`src/rtl/sm_divider_if.sv`:
```
// Handshake and operand/result bundle for the sign-magnitude divider.
// The master drives start and the operands; the slave returns status and results.
interface sm_divider_if;
    logic       start;
    logic [4:0] dividend;
    logic [2:0] divisor;
    logic       busy;
    logic       done;
    logic [4:0] quotient;
    logic [2:0] remainder;
    logic       zero_flag;
    logic       div_zero;

    modport master (
        output start, dividend, divisor,
        input  busy, done, quotient, remainder, zero_flag, div_zero
    );

    modport slave (
        input  start, dividend, divisor,
        output busy, done, quotient, remainder, zero_flag, div_zero
    );
endinterface

```
`src/rtl/sm_divider.sv`:
```
// Sign-magnitude restoring divider: 4-bit magnitude by 2-bit magnitude,
// one quotient bit per clock, with registered status and result outputs.
module sm_divider (
    input logic         clk,
    input logic         rst,
    sm_divider_if.slave bus
);

    typedef enum logic [1:0] {IDLE, DIV, DONE} state_t;

    state_t     r_state;
    logic [3:0] r_mag;
    logic       r_dvdSign;
    logic [1:0] r_dsr;
    logic       r_dsrSign;
    logic [2:0] r_partRem;
    logic [1:0] r_count;
    logic       r_busy;
    logic       r_done;
    logic [4:0] r_quot;
    logic [2:0] r_rem;
    logic       r_zero;
    logic       r_divZero;

    logic [2:0] w_trial;
    logic       w_ge;
    logic [2:0] w_remNext;
    logic [3:0] w_magNext;
    logic       w_qSign;
    logic       w_rSign;

    // Partial remainder stays below the divisor, so shifting one bit in fits in 3 bits.
    assign w_trial   = (r_partRem << 1) | {2'b00, r_mag[3]};
    assign w_ge      = (w_trial >= {1'b0, r_dsr});
    assign w_remNext = w_ge ? (w_trial - {1'b0, r_dsr}) : w_trial;
    assign w_magNext = {r_mag[2:0], w_ge};
    assign w_qSign   = (r_dvdSign ^ r_dsrSign) & (|w_magNext);
    assign w_rSign   = r_dvdSign & (|w_remNext[1:0]);

    always_ff @(posedge clk) begin
        if (rst) begin
            r_state   <= IDLE;
            r_mag     <= 4'd0;
            r_dvdSign <= 1'b0;
            r_dsr     <= 2'd0;
            r_dsrSign <= 1'b0;
            r_partRem <= 3'd0;
            r_count   <= 2'd0;
            r_busy    <= 1'b0;
            r_done    <= 1'b0;
            r_quot    <= 5'd0;
            r_rem     <= 3'd0;
            r_zero    <= 1'b0;
            r_divZero <= 1'b0;
        end else begin
            case (r_state)
                IDLE: begin
                    r_done <= 1'b0;
                    if (bus.start) begin
                        r_mag     <= bus.dividend[3:0];
                        r_dvdSign <= bus.dividend[4];
                        r_dsr     <= bus.divisor[1:0];
                        r_dsrSign <= bus.divisor[2];
                        r_partRem <= 3'd0;
                        r_count   <= 2'd3;
                        if (bus.divisor[1:0] == 2'd0) begin
                            r_state   <= DONE;
                            r_done    <= 1'b1;
                            r_quot    <= 5'd0;
                            r_rem     <= 3'd0;
                            r_zero    <= 1'b1;
                            r_divZero <= 1'b1;
                        end else begin
                            r_state <= DIV;
                            r_busy  <= 1'b1;
                        end
                    end
                end
                DIV: begin
                    // Dividend magnitude shifts out MSB-first while quotient bits shift in.
                    r_partRem <= w_remNext;
                    r_mag     <= w_magNext;
                    r_count   <= r_count - 2'd1;
                    if (r_count == 2'd0) begin
                        r_state   <= DONE;
                        r_busy    <= 1'b0;
                        r_done    <= 1'b1;
                        r_quot    <= {w_qSign, w_magNext};
                        r_rem     <= {w_rSign, w_remNext[1:0]};
                        r_zero    <= (w_magNext == 4'd0);
                        r_divZero <= 1'b0;
                    end
                end
                DONE: begin
                    r_done  <= 1'b0;
                    r_state <= IDLE;
                end
                default: begin
                    r_state <= IDLE;
                    r_busy  <= 1'b0;
                    r_done  <= 1'b0;
                end
            endcase
        end
    end

    assign bus.busy      = r_busy;
    assign bus.done      = r_done;
    assign bus.quotient  = r_quot;
    assign bus.remainder = r_rem;
    assign bus.zero_flag = r_zero;
    assign bus.div_zero  = r_divZero;

endmodule

```
`src/flat_wrapper.sv`:
```
// flat-port wrapper written by rule: the top's interface ports become plain ports
module sm_divider_flat 
  (clk, rst, bus_start, bus_dividend, bus_divisor, bus_busy, bus_done, bus_quotient, bus_remainder, bus_zero_flag, bus_div_zero);
  sm_divider_if bus_i ();
  input logic clk;
  input logic rst;
  input wire logic [$bits(bus_i.start)-1:0] bus_start;
  input wire logic [$bits(bus_i.dividend)-1:0] bus_dividend;
  input wire logic [$bits(bus_i.divisor)-1:0] bus_divisor;
  output wire logic [$bits(bus_i.busy)-1:0] bus_busy;
  output wire logic [$bits(bus_i.done)-1:0] bus_done;
  output wire logic [$bits(bus_i.quotient)-1:0] bus_quotient;
  output wire logic [$bits(bus_i.remainder)-1:0] bus_remainder;
  output wire logic [$bits(bus_i.zero_flag)-1:0] bus_zero_flag;
  output wire logic [$bits(bus_i.div_zero)-1:0] bus_div_zero;
  assign bus_i.start = bus_start;
  assign bus_i.dividend = bus_dividend;
  assign bus_i.divisor = bus_divisor;
  assign bus_busy = bus_i.busy;
  assign bus_done = bus_i.done;
  assign bus_quotient = bus_i.quotient;
  assign bus_remainder = bus_i.remainder;
  assign bus_zero_flag = bus_i.zero_flag;
  assign bus_div_zero = bus_i.div_zero;
  sm_divider u_core (.clk(clk), .rst(rst), .bus(bus_i));
endmodule
```
`config.mk`:
```
export PLATFORM = sky130hd
export DESIGN_NAME = sm_divider_flat
export DESIGN_NICKNAME = d
export VERILOG_FILES = /design/src/rtl/sm_divider_if.sv /design/src/rtl/sm_divider.sv /design/src/flat_wrapper.sv
export SDC_FILE = /design/constraint.sdc
export NUM_CORES = 1
export LEC_CHECK = 0
export CAP_MARGIN = 20
export CORE_MARGIN = 1.5
export CORE_UTILIZATION = 45
export CTS_CLUSTER_SIZE = 8
export DETAILED_ROUTE_END_ITERATION = 16
export GPL_ROUTABILITY_DRIVEN = 0
export PLACE_DENSITY = 0.74
export SKIP_CTS_REPAIR_TIMING = 1
export SLEW_MARGIN = 20
export SYNTH_ARGS = -nofsm -noshare
export SYNTH_HDL_FRONTEND = slang
export SYNTH_SLANG_ARGS = --single-unit
```
`constraint.sdc`:
```
create_clock -name clk -period 1.7 [get_ports clk]
set_input_delay 0.17 -clock clk [delete_from_list [all_inputs] [get_ports clk]]
set_output_delay 0.17 -clock clk [all_outputs]
set_load 0.05 [all_outputs]
```
==> impl_metrics.yaml <==
critical_path:
  crit_family: "compound AO/OA/AOI/OAI gates"
  arrival_ns: 1.96
  startpoint_type: "register"
  path_buf_inv: 1
  worstPathCellList: "inv_2 -> ha_4 -> nand2b_4 -> a211o_4 -> mux2_4 -> o31ai_2"
  critical_path_class: "reg2reg"
  required_ns: 1.96
  cpPeakStageDelay_ns: 0.36
  crit_fanout: 4
  slowest_stage: "a211o_4"
  cp-end-kind: "register"
routing:
  num_vias: 1052
  dr.pass1.iters: 4
  met1_length_um: 1180
  wirelength_um: 2630
  wl_met2_um: 1280
  topRoutingLayerUsed: "met4"
  antenna_left: 0
  dr_wl_met3_um: 136
  drc: 0
  drt_iter0_markers: 21
  wl_per_cell_um: 13.8
  vias_per_cell: 5.54
run:
  max_cap_viol_count: 0
sta:
  slew_violations: 0
  rsz0062_at_grt: "yes"
  setup_slack_ns: 0.00223
  finalCritPeriodShare_pct: 99.9
  setup_viol: 0
  final_hold_viol_count: 0
  relSlewSlack_pct: 66.3
  timing.hold.ws_ns: 0.436
  fin_worst_skew_ns: 0.00562
  final.min_clock_period_ns: 1.70
  worstMarginPinSlew_ns: 0.504
  max_freq_mhz: 589
pwr:
  power_w: 0.00152
  clockPowerShare_pct: 28.8
  switching_share_pct: 29.3
  p_comb_share_pct: 26.0
  pwr-share-seq_pct: 45.2
  internal_power_w: 0.00108
  power_density_nw_per_um2: 947
  p_sw_w: 0.000446
  power_leakage_nw: 0.831
  ir_worst_vdd_uv: 680
floorplanning:
  chipHeight_um: 54.1
  rows: 18
  fp.dieArea_um2: 2920
  coreArea_um2: 2480
  start_util_pct: 47.4
  die_x_um: 54.1
  ioPinCount: 23
logic_synthesis:
  synth_warnings: 0
  syn_nets: 143
  synthMuxAreaShare_pct: 6.93
  yosys.area_share.xor_xnor_pct: 2.24
  yosysSeqAreaShare_pct: 44.3
  synth_top_area_share_pct: 44.3
  yosys.area_share.simple_pct: 19.5
  synth_area_leaders: "dfxtp_1 (44%), nor2_1 (6.7%), mux2i_1 (6.0%), a211oi_1 (4.5%), a22oi_1 (3.2%)"
  synthDistinctLibCells: 34
  ys_seq_elements: 26
  synthCells: 129
  synth_compound_area_share_pct: 17.6
  synth_top_family_by_area: "simple AND/OR/NAND/NOR gates"
  async_flop_share_pct: 0
  ys.flop_type: "dfxtp_1"
  yosysTopAreaCell: "dfxtp_1"
  syn_area_um2: 1170
  synth_edf_count: 0
  yosys.area_share.adder_pct: 3.20
  syn_avg_cell_area_um2: 9.10
placement:
  place_inst: 186
  io_buffers: 22
  hpwl_um: 1870
  place_ws_ns: -0.155
final_layout:
  final_cell_mix: "dfxtp_1 (24), nor2_1 (21), buf_4 (13), dlymetal6s2s_1 (12), clkdlybuf4s50_1 (10)"
  final_util_pct: 64.9
  diodes: 0
  multiInputGateArea_um2: 622
  layout_commonest_cell: "dfxtp_1"
  seq_area_um2: 523
  nets: 175
  nFillCells: 196
  fin_cells: 190
  synthToLayoutAreaGrowth_pct: 37.1
  layout-drive-gt1-share_pct: 17.5
clocking:
  root_buffer: "clkbuf_4"
  clockBufferDepth: 2
  cts.reportedPaths.clkPinSlew_ns: 0.15
  clk_latency_ns: 0.34
  clock-sinks: 26
  cts_buffers: 3
  h-tree-depth: 1
  cts_tree: "done"
global_route:
  globalRouteTotalUtil_pct: 19.7
  antenna_found_initial: 0
  grt_first_pass_wirelength_um: 4100
  grt_max_degree: 16
  grt_overflow: 0
  grt_pass1_vias: 924
hold_path:
  worstHoldPathType: "in2reg"
outcome:
  outcome: "completed"
## synthesized netlist by cell type (2+ instances only)
| master | number |
|---|---|
| clkbuf_1 | 4 |
| nand3_1 | 2 |
| xnor2_1 | 2 |
| nand2b_1 | 4 |
| buf_6 | 2 |
| a211o_1 | 2 |
| nor3_1 | 2 |
| a211oi_1 | 7 |
| o311ai_0 | 2 |
| nand3b_1 | 2 |
| mux2i_1 | 7 |
| inv_1 | 7 |
| o32ai_1 | 2 |
| a21oi_1 | 7 |
| dfxtp_1 | 26 |
| nand2_1 | 5 |
| nor2b_1 | 2 |
| a21o_1 | 2 |
| ha_1 | 3 |
| nor2_1 | 21 |
| a22oi_1 | 5 |
## final timing paths
| kind | startpoint | to | slack, ns | depth (start not counted) |
|---|---|---|---|---|
| min reg2reg | u_core.bus.remainder[2] | u_core.bus.remainder[2] | 0.47 | 2 |
| min | bus_dividend[4] | u_core.r_dvdSign | 0.44 | 3 |
| max | u_core.r_mag[3] | u_core.bus.remainder[0] | 0.002 | 6 |
| max reg2reg | u_core.r_mag[3] | u_core.bus.remainder[0] | 0.002 | 6 |
## cells by family after synthesis
| family | Yosys count |
|---|---|
| and+or+nand+nor | 45 |
| muxes | 8 |
| AOI/OAI and AO/OA | 29 |
| buffers and inverters | 15 |
| DFF | 26 |
| adders and majority gates | 3 |
| xor gates and xnor gates | 3 |
## sequential cells by signal, summed over array words and instances, names as in the netlist, 2 cells and up
register              flops
u_core.bus.remainder      3
u_core.r_dsr              2
u_core.r_mag              4
u_core.r_state            2
u_core.r_count            2
u_core.r_partRem          2
u_core.bus.quotient       5
## power by group through the flow
| stage | Clock (W) | Sequential [W] | Combinational [W] |
|---|---|---|---|
| 2_1_floorplan | 0 | 0.000744 | 0.000200 |
| 3_3_place_gp | 0 | 0.000697 | 0.000363 |
| 3_5_place_dp | 0 | 0.000700 | 0.000369 |
| 4_1_cts | 0.000440 | 0.000686 | 0.000373 |
| 5_1_grt | 0.000458 | 0.000694 | 0.000429 |
| 6_report | 0.000439 | 0.000689 | 0.000396 |
## worst reg2reg max path, cell delays in order, from the launching register on
cell      delay [ns]
dfxtp_2         0.35
inv_2           0.07
ha_4            0.20
nand2b_4        0.14
a211o_4         0.36
mux2_4          0.32
o31ai_2         0.18
## metrics by stage
| step | instance area (um^2) | setup TNS (ns) |
|---|---|---|
| after floorplan | 1170 | 0 |
| after global placement | 1480 | -0.684 |
| after detailed placement | 1480 | -0.939 |
| after CTS | 1540 | -0.249 |
| after global routing | 1610 | -0.0564 |
| final | 1610 | 0 |
## area by class of cell
class	instances	share of cell area, %
clock buffer	3	1.40
tap	30	2.33
multi-input combinational	88	38.6
sequential	26	32.5
clock inverter	1	1.87
timing repair buffer	35	21.6
inverter	7	1.63
## per-layer routing
| metal | track usage [%] | vias to the layer above |
|---|---|---|
| met3 | 2.50 | 4 |
| li1 | - | 518 |
| met2 | 32.3 | 34 |
| met1 | 26.4 | 496 |
| met4 | 7.50 | 0 |
| met5 | 0 | - |
No activity file was read; power rests on OpenSTA's default activity.
